===== src/rtl/sum_acc_pkg.sv =====
// sum_acc_pkg
//   Shared definitions for the sum accumulator: FSM state encoding and
//   default widths for the incoming sum, the block-length field, the
//   block total and the dropped-sample counter.
package sum_acc_pkg;

   localparam int SUM_W_DEF = 17;                    // adder output width
   localparam int LEN_W_DEF = 8;                     // block-length field; 0 means 2^LEN_W
   localparam int ACC_W_DEF = SUM_W_DEF + LEN_W_DEF; // wide enough that a full block never wraps
   localparam int DROP_W    = 8;                     // saturating dropped-sample counter

   typedef enum logic [1:0] {
      ST_IDLE  = 2'd0,
      ST_ACCUM = 2'd1,
      ST_HOLD  = 2'd2
   } sum_acc_state_t;

endpackage


===== src/rtl/sum_accumulator.sv =====
// sum_accumulator
//   Reduces each run of len_i consecutive valid sums from the adder stage to
//   one total and presents it on a valid/ready port until accepted.
//
//   Ports:
//     clk_i, rst_i   clock; asynchronous active-high reset
//     sum_valid_i    sum_i carries a new sample this cycle
//     sum_i          unsigned sample from the adder
//     len_i          samples per block, sampled on the first sample only;
//                    0 encodes 2^LEN_W
//     acc_valid_o    a completed block total is presented
//     acc_ready_i    sink accepts the total when high with acc_valid_o
//     acc_data_o     block total
//     acc_len_o      number of samples in the presented total
//     busy_o         a block is being accumulated or held
//     drop_cnt_o     saturating count of samples discarded while holding
//     state_o        current FSM state (observation only)
//
//   Handshake: a transfer happens on a rising edge where acc_valid_o and
//   acc_ready_i are both high. acc_valid_o never drops without a transfer
//   (except on reset) and acc_data_o/acc_len_o stay stable while it is
//   high. The sample side has no ready: samples arriving while a result is
//   held and not being accepted that cycle are dropped and counted.
module sum_accumulator
   import sum_acc_pkg::*;
#(
   parameter int SUM_W = SUM_W_DEF,
   parameter int LEN_W = LEN_W_DEF,
   parameter int ACC_W = ACC_W_DEF
) (
   input  logic                clk_i,
   input  logic                rst_i,
   input  logic                sum_valid_i,
   input  logic [SUM_W-1:0]    sum_i,
   input  logic [LEN_W-1:0]    len_i,
   output logic                acc_valid_o,
   input  logic                acc_ready_i,
   output logic [ACC_W-1:0]    acc_data_o,
   output logic [LEN_W:0]      acc_len_o,
   output logic                busy_o,
   output logic [DROP_W-1:0]   drop_cnt_o,
   output sum_acc_state_t      state_o
);

   sum_acc_state_t      state;
   sum_acc_state_t      state_nxt;

   logic [ACC_W-1:0]    acc;
   logic [LEN_W:0]      cnt;
   logic [LEN_W:0]      len_q;
   logic [DROP_W-1:0]   drop_cnt;

   logic [LEN_W:0]      len_eff;
   logic [LEN_W:0]      cnt_inc;
   logic [ACC_W-1:0]    sum_ext;
   logic                handshake;
   logic                start;
   logic                add;
   logic                drop;

   // A zero length field stands for the largest block, 2^LEN_W samples.
   assign len_eff   = (len_i == '0) ? {1'b1, {LEN_W{1'b0}}} : {1'b0, len_i};
   assign cnt_inc   = cnt + 1'b1;
   assign sum_ext   = {{(ACC_W-SUM_W){1'b0}}, sum_i};

   assign handshake = (state == ST_HOLD) && acc_ready_i;
   // A new block starts from IDLE, or from HOLD in the same cycle the held
   // total is accepted, so back-to-back blocks need no bubble.
   assign start     = sum_valid_i && ((state == ST_IDLE) || handshake);
   assign add       = sum_valid_i && (state == ST_ACCUM);
   assign drop      = sum_valid_i && (state == ST_HOLD) && !acc_ready_i;

   // State register
   always_ff @(posedge clk_i or posedge rst_i) begin
      if (rst_i) begin
         state <= ST_IDLE;
      end else begin
         state <= state_nxt;
      end
   end

   // Next-state logic
   always_comb begin
      state_nxt = state;
      case (state)
         ST_IDLE: begin
            if (sum_valid_i) begin
               state_nxt = (len_eff == 1) ? ST_HOLD : ST_ACCUM;
            end
         end
         ST_ACCUM: begin
            if (sum_valid_i && (cnt_inc == len_q)) begin
               state_nxt = ST_HOLD;
            end
         end
         ST_HOLD: begin
            if (acc_ready_i) begin
               if (sum_valid_i) begin
                  state_nxt = (len_eff == 1) ? ST_HOLD : ST_ACCUM;
               end else begin
                  state_nxt = ST_IDLE;
               end
            end
         end
         default: state_nxt = ST_IDLE;
      endcase
   end

   // Accumulator, sample counter and latched block length
   always_ff @(posedge clk_i or posedge rst_i) begin
      if (rst_i) begin
         acc   <= '0;
         cnt   <= '0;
         len_q <= '0;
      end else if (start) begin
         len_q <= len_eff;
         acc   <= sum_ext;
         cnt   <= {{LEN_W{1'b0}}, 1'b1};
      end else if (add) begin
         acc   <= acc + sum_ext;
         cnt   <= cnt_inc;
      end
   end

   // Dropped-sample counter; saturates and clears only on reset
   always_ff @(posedge clk_i or posedge rst_i) begin
      if (rst_i) begin
         drop_cnt <= '0;
      end else if (drop && (drop_cnt != '1)) begin
         drop_cnt <= drop_cnt + 1'b1;
      end
   end

   assign acc_valid_o = (state == ST_HOLD);
   assign acc_data_o  = acc;
   assign acc_len_o   = cnt;
   assign busy_o      = (state != ST_IDLE);
   assign drop_cnt_o  = drop_cnt;
   assign state_o     = state;

endmodule


===== config.mk =====
export PLATFORM = sky130hd
export DESIGN_NAME = sum_accumulator
export DESIGN_NICKNAME = d
export VERILOG_FILES = /design/src/rtl/sum_acc_pkg.sv /design/src/rtl/sum_accumulator.sv
export SDC_FILE = /design/constraint.sdc
export NUM_CORES = 1
export LEC_CHECK = 0
export ABC_CLOCK_PERIOD_IN_PS = 3300
export BUFFER_PORTS_ARGS = -buffer_cell sky130_fd_sc_hd__buf_2
export CORE_ASPECT_RATIO = 0.8
export CORE_MARGIN = 2
export CORE_UTILIZATION = 55
export CTS_BUF_LIST = sky130_fd_sc_hd__clkbuf_4 sky130_fd_sc_hd__clkbuf_8
export DETAILED_ROUTE_END_ITERATION = 7
export HOLD_SLACK_MARGIN = 0.08
export PLACE_DENSITY_LB_ADDON = 0.05
export SLEW_MARGIN = 20
export SYNTH_ARGS = -nofsm -noshare
export SYNTH_HDL_FRONTEND = slang
export SYNTH_SLANG_ARGS = --single-unit

===== constraint.sdc =====
create_clock -name clk_i -period 3.3 [get_ports clk_i]
set_clock_uncertainty 0.2 [all_clocks]
set_input_delay 0.33 -clock clk_i [delete_from_list [all_inputs] [get_ports clk_i]]
set_output_delay 0.33 -clock clk_i [all_outputs]
set_load 0.01 [all_outputs]

# After elaboration in Yosys (flattened, before gate mapping)
# Index checks and enable logic that the tools add are counted.
dict set report word_totals {
  reg_bits 53
  elab_cells 41
}
dict set report classes {
  mux 11
  n_eq_ne 8
  n_reduce_logical 14
  addsub 3
}
# cell n
set ops {}
lappend ops {{$mux 25} 2}
lappend ops {{$mux 9} 3}
lappend ops {{$add 25x17->25} 1}
lappend ops {{$mux 2} 5}
lappend ops {{$add 9x1->9 const B} 1}
lappend ops {{$eq 9x1->1 const B} 1}
lappend ops {{$eq 9x9->1} 1}
lappend ops {{$add 8x1->8 const B} 1}
lappend ops {{$logic_not 8->1} 1}
lappend ops {{$ne 8x8->1 const B} 1}
lappend ops {{$logic_and 1x1->1} 7}
lappend ops {{$pmux 2 s3} 1}
lappend ops {{$ne 2x1->1 const B} 2}
lappend ops {{$reduce_bool 2->1} 2}
lappend ops {{$reduce_and 3->1} 1}
lappend ops {{$eq 2x1->1 const B} 1}
lappend ops {{$eq 2x2->1 const B} 1}
lappend ops {{$logic_not 2->1} 1}
lappend ops {{$ne 2x2->1 const B} 1}
lappend ops {{$logic_not 1->1} 1}
lappend ops {{$logic_or 1x1->1} 1}

# Longest topological paths before layout
dict set report depth {
  depth_word 7
  ltp_mapped 9
}

# Worst setup path before layout
# OpenSTA, ideal clock, no wires.
dict set report synth_path {
  path_kind {flip-flop to flip-flop}
  start {register acc[0], in the netlist acc_data_o[0]}
  end {register acc[16], in the netlist acc_data_o[16]}
  arrival_time_ps 2469
  path_stages_with_launch 10
  setup_time_ps 120
  period_less_slack_ps 2788
  required_ps 2980
  n_path_buf 0
  path_slack_ps 512
  cell_sequence {dfrtp_1 ha_1 fa_1 a21o_1 a221o_2 a31o_1 o21ai_2 a21oi_1 or4_1 and3_1}
}
dict set report synth_between {
  elab_chain_len 3
}
# item line_no
set synth_rtl {}
lappend synth_rtl {{start: declaration} sum_accumulator.sv:48} ;# logic [ACC_W-1:0] acc;
lappend synth_rtl {{start signal: assignment} sum_accumulator.sv:117} ;# acc <= sum_ext;
lappend synth_rtl {{start signal: assignment} sum_accumulator.sv:120} ;# acc <= acc + sum_ext;
lappend synth_rtl {{$add 25x17->25} sum_accumulator.sv:120}
lappend synth_rtl {{$mux 25} sum_accumulator.sv:119} ;# end else if (add) begin
lappend synth_rtl {{$mux 25} sum_accumulator.sv:115} ;# end else if (start) begin
# No other way between the ends. The select of a mux whose other input is x is not followed.
# A chain may end at the register's enable or synchronous reset.

# Worst setup path after layout
dict set report layout_path {
  start {input sum_i[8]}
  end {register acc[23], in the netlist acc_data_o[23]}
}
dict set report layout_between {
  elab_chain_len 3
}
# item line_no
set layout_rtl {}
lappend layout_rtl {{start: declaration} sum_accumulator.sv:34} ;# input logic [SUM_W-1:0] sum_i,
lappend layout_rtl {{$add 25x17->25} sum_accumulator.sv:120}
lappend layout_rtl {{$mux 25} sum_accumulator.sv:119}
lappend layout_rtl {{$mux 25} sum_accumulator.sv:115}
# No other way between the ends. The select of a mux whose other input is x is not followed.

==> key figures <==
Pwr
  – Leak pwr: roughly 2 nW
  – Pint: between 1.5 and 2 mW
  – Switching Power: 1.42 mW
  – Max rail drop VDD: 0.000445 V
  – Power Density: 787 nW/um^2
  – Clock network fraction of total power: roughly an eighth
  – Flop pwr share: around 33%
  – Switch share: 44.1%
  – Combinational share of power: 55.3%

Floorplanning
  – I/O pins: 75
  – Starting Density: 57.2%
  – Full die area: 6830 um^2
  – Core ar.: 5940 um^2
  – Number of core rows: 25
  – DIE WIDTH: 91.9 um
  – Die height: 74.3 um

Setup path
  – CP bufs+invs: 2
  – WP data arrival: approximately 3000 ps
  – CP max stage cell: dlygate4sd3_1
  – Worst path required time: 3290 ps
  – R2R Path Start: acc_data_o[0]
  – Setup CP Type: in2reg
  – Crit. End Element: flip-flop
  – CP startpoint: sum_i[8]
  – Critical-path cell list: dlygate4sd3_1, buf_2, ha_1, a211o_1, a211oi_2, a2111oi_2, a2111oi_4, and3b_1, xnor2_1, nor2_1
  – Critical Path Fanout Max: 7
  – Cell family with most CP delay: compound AO/OA/AOI/OAI gates
  – Largest stage delay on the critical path: 520 ps
  – Startpoint types: input pin

Yosys
  – Async SR Flop Fraction: 100%
  – Netlist area before placement: approximately 3400 um^2
  – Yosys cell types: 51
  – Mapped Nets: 440
  – Yosys reg bits: 53
  – Synth Flop Type: dfrtp_1
  – Mean area per synthesized cell: about 8.7 um^2
  – Sequential area share after synthesis: 39.0%
  – Gate Count Post-Synth: 391
  – Total number of yosys warnings: 0
  – Post-synth EDFFs: 0

Placed design
  – DP HPWL: 6100 um
  – Buffers on Ports: 74
  – Global placer's final weighted congestion: between 0.9 and 1
  – Pre-CTS setup slack: 355 ps
  – Placed cell count: 540

Status
  – Status: finished clean

STA
  – RSZ-0062 raised after global routing: no
  – Worst-margin pin slew: between 600 and 700 ps
  – Fmax: approximately 340 MHz
  – Setup TNS: 0 ps
  – Worst slew margin: 53.9%
  – Slew Viols, Final: 0
  – Final period util: 90.1%
  – Final hold vios: 0
  – Setup Viol. Count Final: 0
  – PnR worst setup slack: 326 ps
  – Tmin final: 2970 ps

CTS
  – Clock transition at path regs: 100 ps
  – Post-CTS Setup Bufs: 0
  – CTS Hold Bufs: 14
  – Clk_lat worst skew: 310 ps
  – CTS root buf: clkbuf_8
  – Clk sinks: 53
  – Cts bufs inserted: 5
  – H-tree Lvls: 2
  – Post_cts resized: 0
  – Worst-case clock buffer depth: 2
  – TritonCTS clock tree: done

Layout
  – N_diodes: 0
  – Area delta synth->final: 20.8%
  – Fin util: just under 70%
  – Layout cells sized above 1: 20.4%
  – Layout Nets: between 500 and 600
  – Finished Layout Cells: between 500 and 600

Route
  – Total number of vias: 3,262
  – Initial DRC count: 178
  – Routed Antenna Nets: 0
  – WL final: between 8000 and 9000 um
  – DR pass1 iterations: 4
  – Post-DR wirelength/cell: 15.0 um
  – Via density: a little under 6
  – Post-route DRC: 0

Global routing
  – Initial antenna violation count: 0
  – Vias in the first global route: around 3,000
  – Global route total overflow: 0
  – Total track usage: 25.2%
  – First-pass GRT wire length: 13,900 um
  – Largest net degree at the start of global routing: 34

Job
  – Max cap viols: 0

Worst hold path
  – Worst hold start: sum_i[15]
  – Hold WC Path Type: in2reg
[power groups by stage]
stage               clock network, mW  logic (mW)  registers (mW)
floorplan                           0        1.24            1.10
global placement                    0        1.72            1.06
detailed placement                  0        1.76            1.07
CTS                             0.398        1.78            1.05
global route                    0.422        1.99            1.09
finish                          0.388        1.79            1.06
[layer usage]
layer	GRT usage (%)	wire, um
met5	0	0
met4	4.31	40
met3	3.65	510
met2	42.9	3930
met1	35.3	3930
[worst register-to-register path, stage by stage (launching register included)]
cell,delay (ps)
dfrtp_1,410
ha_1,230
fa_1,420
a21o_1,200
a221o_2,400
a31o_1,220
o21ai_2,110
a21oi_1,80
or4_1,390
and3_1,150
[cell families (layout without fill, tap and decap cells)]
| kind of cell | count (synthesis) | after routing | synth area share, % |
|---|---|---|---|
| flip-flops | 53 | 53 | 39.0 |
| multiplexers | 1 | 1 | 0.331 |
| buffers and inverters | 19 | 109 | 2.10 |
| XOR/XNOR | 31 | 31 | 7.98 |
| AND/OR/NAND/NOR | 148 | 148 | 20.3 |
| AO/OA/AOI/OAI | 119 | 119 | 22.7 |
| adder cells (fa/ha/maj) | 20 | 20 | 7.58 |
[cells in the final DEF (no fill, tap or decap), drive strengths merged, types with 13 or more instances in the layout]
cell,netlist,routed
dlygate4sd3,0,14
a21oi,34,34
ha,19,19
buf,3,80
xor2,13,13
xnor2,18,18
o21ai,27,27
nor2,29,29
nand2,61,61
dfrtp,53,53
[per-stage QoR]
| step | total power, mW | hold WS, ps | instance area (um^2) |
|---|---|---|---|
| finish | 3.23 | 97.6 | 4110 |
| global route | 3.50 | 99.7 | 4110 |
| CTS | 3.23 | 80.2 | 4110 |
| detailed placement | 2.83 | 274 | 3870 |
| global placement | 2.78 | 266 | 3870 |
| floorplan | 2.34 | 235 | 3400 |
[worst paths after layout]
check / depth (start not counted) / to / slack (ps)
max: 10 / acc_data_o[23] / 330
min: 3 / acc_data_o[15] / 100
max reg2reg: 9 / acc_data_o[16] / 390
min reg2reg: 1 / drop_cnt_o[7] / 300
max in group asynchronous: 4 / len_q[4] / 1670
min in group asynchronous: 3 / drop_cnt_o[4] / 470
[sequential cells by signal, summed over array words and instances (netlist names)]
signal	count
drop_cnt_o	8
acc_len_o	9
len_q	9
acc_data_o	25
state_o	2
[cell type report]
cell class | count | area (um^2)
Fill cell | 510 | 1840
Clock buffer | 7 | 83.8
Sequential cell | 53 | 1330
Clock inverter | 1 | 7.51
Tap cell | 81 | 101
Inverter | 7 | 26.3
Timing Repair Buffer | 94 | 556
Multi-Input combinational cell | 319 | 2010
[cells in the mapped netlist (2+ instances only)]
master | instances | area, um^2
and3_1 | 9 | 56.3
dfrtp_1 | 53 | 1330
a22o_1 | 2 | 17.5
or4_1 | 3 | 22.5
o211a_1 | 2 | 20.0
nor2_1 | 29 | 109
o22ai_1 | 8 | 50.1
o211ai_1 | 2 | 15.0
nand3_1 | 8 | 40.0
a31oi_1 | 11 | 68.8
xor2_1 | 13 | 114
or2_2 | 2 | 12.5
nand4_1 | 7 | 43.8
buf_1 | 3 | 11.3
nand2_1 | 61 | 229
o21ai_0 | 25 | 125
a22oi_1 | 2 | 15.0
nor2b_1 | 4 | 25.0
clkbuf_1 | 9 | 33.8
nand2b_1 | 5 | 31.3
ha_1 | 19 | 238
a311oi_1 | 2 | 17.5
a21oi_1 | 34 | 170
nor4_1 | 2 | 12.5
a21o_1 | 10 | 75.1
a211o_1 | 2 | 17.5
nor3_1 | 10 | 50.1
inv_1 | 7 | 26.3
a211oi_1 | 3 | 22.5
xnor2_1 | 18 | 158
o31ai_1 | 5 | 37.5
nor3b_1 | 2 | 15.0
Power figures use the tool's default switching activity.
